**src/rtl/frame_capture_ctrl.sv**
```systemverilog
// OV7670 capture sequencer: pairs RGB565 bytes into RGB332 pixels and writes them to the frame buffer.
// Optional macro FRAME_CAPTURE_TEST_PATTERN_EN adds a TEST_PATTERN input that substitutes colour bars.
module frame_capture_ctrl #(
  parameter int SCREEN_WIDTH  = 176,
  parameter int SCREEN_HEIGHT = 144,
  parameter int ADDR_W        = 15
) (
  input  logic              CLOCK,
  input  logic              RESET,
  input  logic              VSYNC,
  input  logic              HREF,
  input  logic [7:0]        DATA,
  input  logic              FREEZE,
`ifdef FRAME_CAPTURE_TEST_PATTERN_EN
  input  logic              TEST_PATTERN,
`endif
  output logic [ADDR_W-1:0] W_ADDR,
  output logic [7:0]        W_DATA,
  output logic              W_EN,
  output logic              FRAME_DONE,
  output logic              FRAME_ERR,
  output logic              BUSY
);

  localparam int XW = $clog2(SCREEN_WIDTH + 1);
  localparam int YW = $clog2(SCREEN_HEIGHT + 1);
  localparam logic [XW-1:0]     X_LIMIT  = XW'(SCREEN_WIDTH);
  localparam logic [YW-1:0]     Y_LAST   = YW'(SCREEN_HEIGHT - 1);
  localparam logic [ADDR_W-1:0] ROW_STEP = ADDR_W'(SCREEN_WIDTH);

  typedef enum logic [2:0] {
    IDLE,
    ARMED,
    LINE_WAIT,
    CAPTURE,
    FRAME_END
  } state_t;

  state_t            state;
  state_t            state_next;
  logic [XW-1:0]     x;
  logic [YW-1:0]     y;
  logic [ADDR_W-1:0] row_base;
  logic              phase;
  logic [7:0]        hi_byte;
  logic [7:0]        pixel;

  always_ff @(posedge CLOCK) begin
    if (RESET) state <= IDLE;
    else       state <= state_next;
  end

  // VSYNC while a frame is open always aborts it, even in the middle of a line.
  always_comb begin
    state_next = state;
    case (state)
      IDLE:      if (!FREEZE && VSYNC) state_next = ARMED;
      ARMED:     if (!VSYNC) state_next = LINE_WAIT;
      LINE_WAIT: begin
        if (VSYNC)     state_next = IDLE;
        else if (HREF) state_next = CAPTURE;
      end
      CAPTURE: begin
        if (VSYNC)      state_next = IDLE;
        else if (!HREF) state_next = (y == Y_LAST) ? FRAME_END : LINE_WAIT;
      end
      FRAME_END: state_next = IDLE;
      default:   state_next = IDLE;
    endcase
  end

  always_comb begin
    BUSY       = (state != IDLE);
    FRAME_DONE = (state == FRAME_END);
  end

  always_comb begin
    pixel = {hi_byte[7:5], hi_byte[2:0], DATA[4:3]};
`ifdef FRAME_CAPTURE_TEST_PATTERN_EN
    if (TEST_PATTERN) begin
      if (32'(x) < 32'd59)       pixel = 8'hE0;
      else if (32'(x) < 32'd118) pixel = 8'h1C;
      else                       pixel = 8'h03;
    end
`endif
  end

  // Pixel position is tracked incrementally; row_base advances one row per line so no multiply is needed.
  always_ff @(posedge CLOCK) begin
    if (RESET) begin
      x         <= '0;
      y         <= '0;
      row_base  <= '0;
      phase     <= 1'b0;
      hi_byte   <= '0;
      W_ADDR    <= '0;
      W_DATA    <= '0;
      W_EN      <= 1'b0;
      FRAME_ERR <= 1'b0;
    end else begin
      W_EN      <= 1'b0;
      FRAME_ERR <= 1'b0;
      case (state)
        ARMED: begin
          if (!VSYNC) begin
            x        <= '0;
            y        <= '0;
            row_base <= '0;
            phase    <= 1'b0;
          end
        end
        LINE_WAIT: begin
          if (VSYNC) begin
            FRAME_ERR <= 1'b1;
          end else if (HREF) begin
            hi_byte <= DATA;
            phase   <= 1'b1;
          end
        end
        CAPTURE: begin
          if (VSYNC) begin
            FRAME_ERR <= 1'b1;
          end else if (HREF) begin
            if (!phase) begin
              hi_byte <= DATA;
              phase   <= 1'b1;
            end else begin
              phase <= 1'b0;
              if (x < X_LIMIT) begin
                W_EN   <= 1'b1;
                W_ADDR <= row_base + ADDR_W'(x);
                W_DATA <= pixel;
                x      <= x + XW'(1);
              end
            end
          end else begin
            x        <= '0;
            phase    <= 1'b0;
            y        <= y + YW'(1);
            row_base <= row_base + ROW_STEP;
          end
        end
        default: ;
      endcase
    end
  end

endmodule

```
**config.mk**
```make
export PLATFORM = sky130hd
export DESIGN_NAME = frame_capture_ctrl
export DESIGN_NICKNAME = d
export VERILOG_FILES = /design/src/rtl/frame_capture_ctrl.sv
export SDC_FILE = /design/constraint.sdc
export NUM_CORES = 1
export LEC_CHECK = 0
export BUFFER_PORTS_ARGS = -buffer_cell sky130_fd_sc_hd__buf_2
export CORE_MARGIN = 3
export CORE_UTILIZATION = 45
export CTS_CLUSTER_SIZE = 28
export DETAILED_ROUTE_END_ITERATION = 16
export PLACE_DENSITY = 0.65
export SKIP_CTS_REPAIR_TIMING = 1
export SYNTH_ARGS = -nofsm -noshare
export SYNTH_HDL_FRONTEND = slang
export SYNTH_SLANG_ARGS = --single-unit
```
**constraint.sdc**
```tcl
create_clock -name CLOCK -period 2.57 [get_ports CLOCK]
set_input_delay 0.3855 -clock CLOCK [delete_from_list [all_inputs] [get_ports CLOCK]]
set_output_delay 0.3855 -clock CLOCK [all_outputs]
set_load 0.01 [all_outputs]
```
==> results.py <==
metrics = {
    "run_status": {
        "outcome": "completed",
    },
    "setup_path": {
        "cp-start-kind": "flop",
        "setup.worst_path.start": "state[0]",
        "worst-path-max-fanout": 11,
        "worstSetupPathType": "reg -> reg",
        "critPathArrivalTime_ps": 2240,
        "crit_path_end": "y[7]",
        "reg2reg_from": "state[0]",
        "end_kind": "flop",
        "timing.rr.end": "y[7]",
        "worst-r2r-setup-slack_ps": 600,
        "crit_required_ps": 2840,
        "ff2ff_path_depth": 4,
    },
    "routing": {
        "first_iter_violations": 131,
        "via_per_inst": 5.387,
        "postRouteAntennaNets": 0,
        "via_count": 2462,
        "drcViolationCount": 0,
        "dr.pass1.iters": 5,
        "finalWirelength_mm": 6.231,
        "wire_per_inst_um": 13.63,
    },
    "floorplanning": {
        "die_w_um": 86.51,
        "design.die.area_sq_um": 7483,
        "die_h_um": 86.51,
        "initial_core_util_pct": 47.84,
        "rows": 28,
        "num_io_pins": 40,
        "fp.coreArea_sq_um": 6096,
    },
    "global_routing": {
        "gr-total-overflow": 0,
        "grt_max_degree": 29,
        "grt_pass1_wl_mm": 10.29,
        "antenna_found_initial": 0,
        "gr-usage-all-layers_pct": 17.35,
        "grt_pass1_vias": 2148,
    },
    "sta": {
        "tns_ps": 0,
        "rsz0062_at_grt": "false",
        "worst_slew_pin_slew_ps": 624.7,
        "finalCriticalPeriod_ps": 1972,
        "finalCritPeriodShare_pct": 76.72,
        "setup_viol": 0,
        "clock.fmax_ghz": 0.5072,
        "finalHoldViolCount": 0,
        "skew_ps": 10.90,
        "relSlewSlack_pct": 58.34,
        "whs_ps": 268.6,
        "maxSlewViolCount": 0,
    },
    "clock_tree": {
        "cts_num_sinks": 62,
        "clockRootBuffer": "clkbuf_8",
        "cts_tree": "built",
        "clock_latency_ps": 340,
        "htreeDepth": 3,
        "numCtsBuffers": 9,
        "clockBufferDepth": 2,
        "clk_pin_slew_ps": 80,
    },
    "power": {
        "powerDensity_nw_per_um2": 640.9,
        "peakVddDrop_uv": 336.1,
        "p_leak_uw": 0.001301,
        "power.total_uw": 2160,
    },
    "job": {
        "drv_cap": 0,
    },
    "yosys": {
        "yosysUniqueCellTypes": 48,
        "netlist_area_sq_um": 2917,
        "syn_nets": 361,
        "yosysSeqAreaShare_pct": 42.56,
        "synth_edf_count": 0,
        "synth_flop_cell": "dfxtp_1",
        "netlist_instances": 341,
        "yosys_register_bits": 62,
        "syn_avg_cell_area_sq_um": 8.553,
        "synth_warnings": 0,
        "async_flop_share_pct": 0,
    },
    "cells_and_area": {
        "fin_nets": 397,
        "area_growth_pct": 15.57,
        "n_antenna_cell": 0,
        "drive_above_1_share_pct": 18.59,
        "final_common_cell": "dfxtp_1",
        "layout_common_cells": "dfxtp_1, nand2_1, buf_2",
    },
    "placement": {
        "gp_congestion": 0.7826,
        "port_buffers": 39,
        "dp_hpwl_mm": 4.275,
    },
    "hold_path": {
        "hp-class": "in -> reg",
    },
}
-- where the power goes --
| group | switching [uW] | internal (uW) | total, uW |
|---|---|---|---|
| logic | 133 | 73.6 | 206 |
| registers | 22.6 | 980 | 1000 |
| clock network | 403 | 549 | 952 |
-- cells in the mapped netlist (2+ instances only) --
cell	number	area, sq um
and3_1	2	12.51
a211o_1	2	17.52
xor2_1	6	52.55
o21ai_0	18	90.09
a21o_1	2	15.01
nand3_1	8	40.04
o21a_1	4	30.03
or3_1	14	87.58
o31ai_1	6	45.04
a211oi_1	3	22.52
o2111ai_1	2	17.52
inv_1	11	41.29
dfxtp_1	62	1241
and4_1	3	26.28
or4_1	5	37.54
nor2_1	23	86.33
clkbuf_1	12	45.04
nand2_1	49	183.9
a21oi_1	33	165.2
and2_1	4	25.02
a31oi_1	7	43.79
nor4_1	3	18.77
nor3b_1	2	15.01
mux2i_1	6	60.06
nor3_1	6	30.03
xnor2_1	8	70.07
buf_2	6	30.03
nand4_1	5	31.28
ha_1	7	87.58
nor4_2	2	25.02
buf_6	3	33.78
-- worst max-delay path, cell delays in order (launching register included) --
cell     delay [ps]
dfxtp_1         430
nor3b_4         540
nand2_1         230
or4_1           540
a21oi_1         160
-- how the worst min path moves through the flow --
stage	startpoint	slack [ps]	to	cells after the start
finish	DATA[3]	270	W_DATA[0]	3
global route	DATA[1]	270	hi_byte[1]	3
CTS	DATA[4]	270	W_DATA[1]	3
detailed placement	W_DATA[0]	450	W_DATA[0]	2
global placement	hi_byte[7]	440	W_DATA[7]	2
floorplan	hi_byte[0]	430	W_DATA[2]	2
-- per-layer routing --
metal / wire length (um) / up-vias / global-route usage, %
li1: - / 1297 / -
met1: 3254 / 1105 / 24.70
met2: 2578 / 50 / 25.10
met3: 281 / 10 / 3.802
met4: 116 / 0 / 7.649
met5: 0 / - / 0
-- final cells by class --
cell class                      count  area (sq um)
Fill cell                         606          2725
Multi-Input combinational cell    247          1525
Sequential cell                    62          1241
Timing Repair Buffer               46         247.7
Clock buffer                        9         123.9
Clock inverter                      7         97.59
Tap cell                           75         93.84
Inverter                           11         41.29
-- kinds of logic (layout without fill, tap and decap cells) --
logic type / count (synthesis) / count (layout) / synth area share (%)
simple gates: 133 / 133 / 23.68
compound gates: 87 / 87 / 19.35
flops: 62 / 62 / 42.56
buf+inv: 32 / 73 / 5.148
xor+xnor: 14 / 14 / 4.204
fa+ha+maj: 7 / 7 / 3.003
mux: 6 / 6 / 2.059
-- state kept, by name (all words and copies together), names as in the netlist --
signal / flops
row_base: 11
x: 8
W_ADDR: 15
phase: 1
W_DATA: 8
hi_byte: 6
state: 3
y: 8
W_EN: 1
FRAME_ERR: 1
-- stage by stage --
stage	worst slack [ps]	std cells	utilization, %	instance area (sq um)
floorplan	802.8	341	-	2917
global placement	559.4	441	51.66	3149
detailed placement	508.4	441	51.66	3149
CTS	605.5	457	55.30	3371
global route	491.1	457	55.30	3371
finish	598.2	457	55.30	3371
Power figures use the tool's default switching activity.
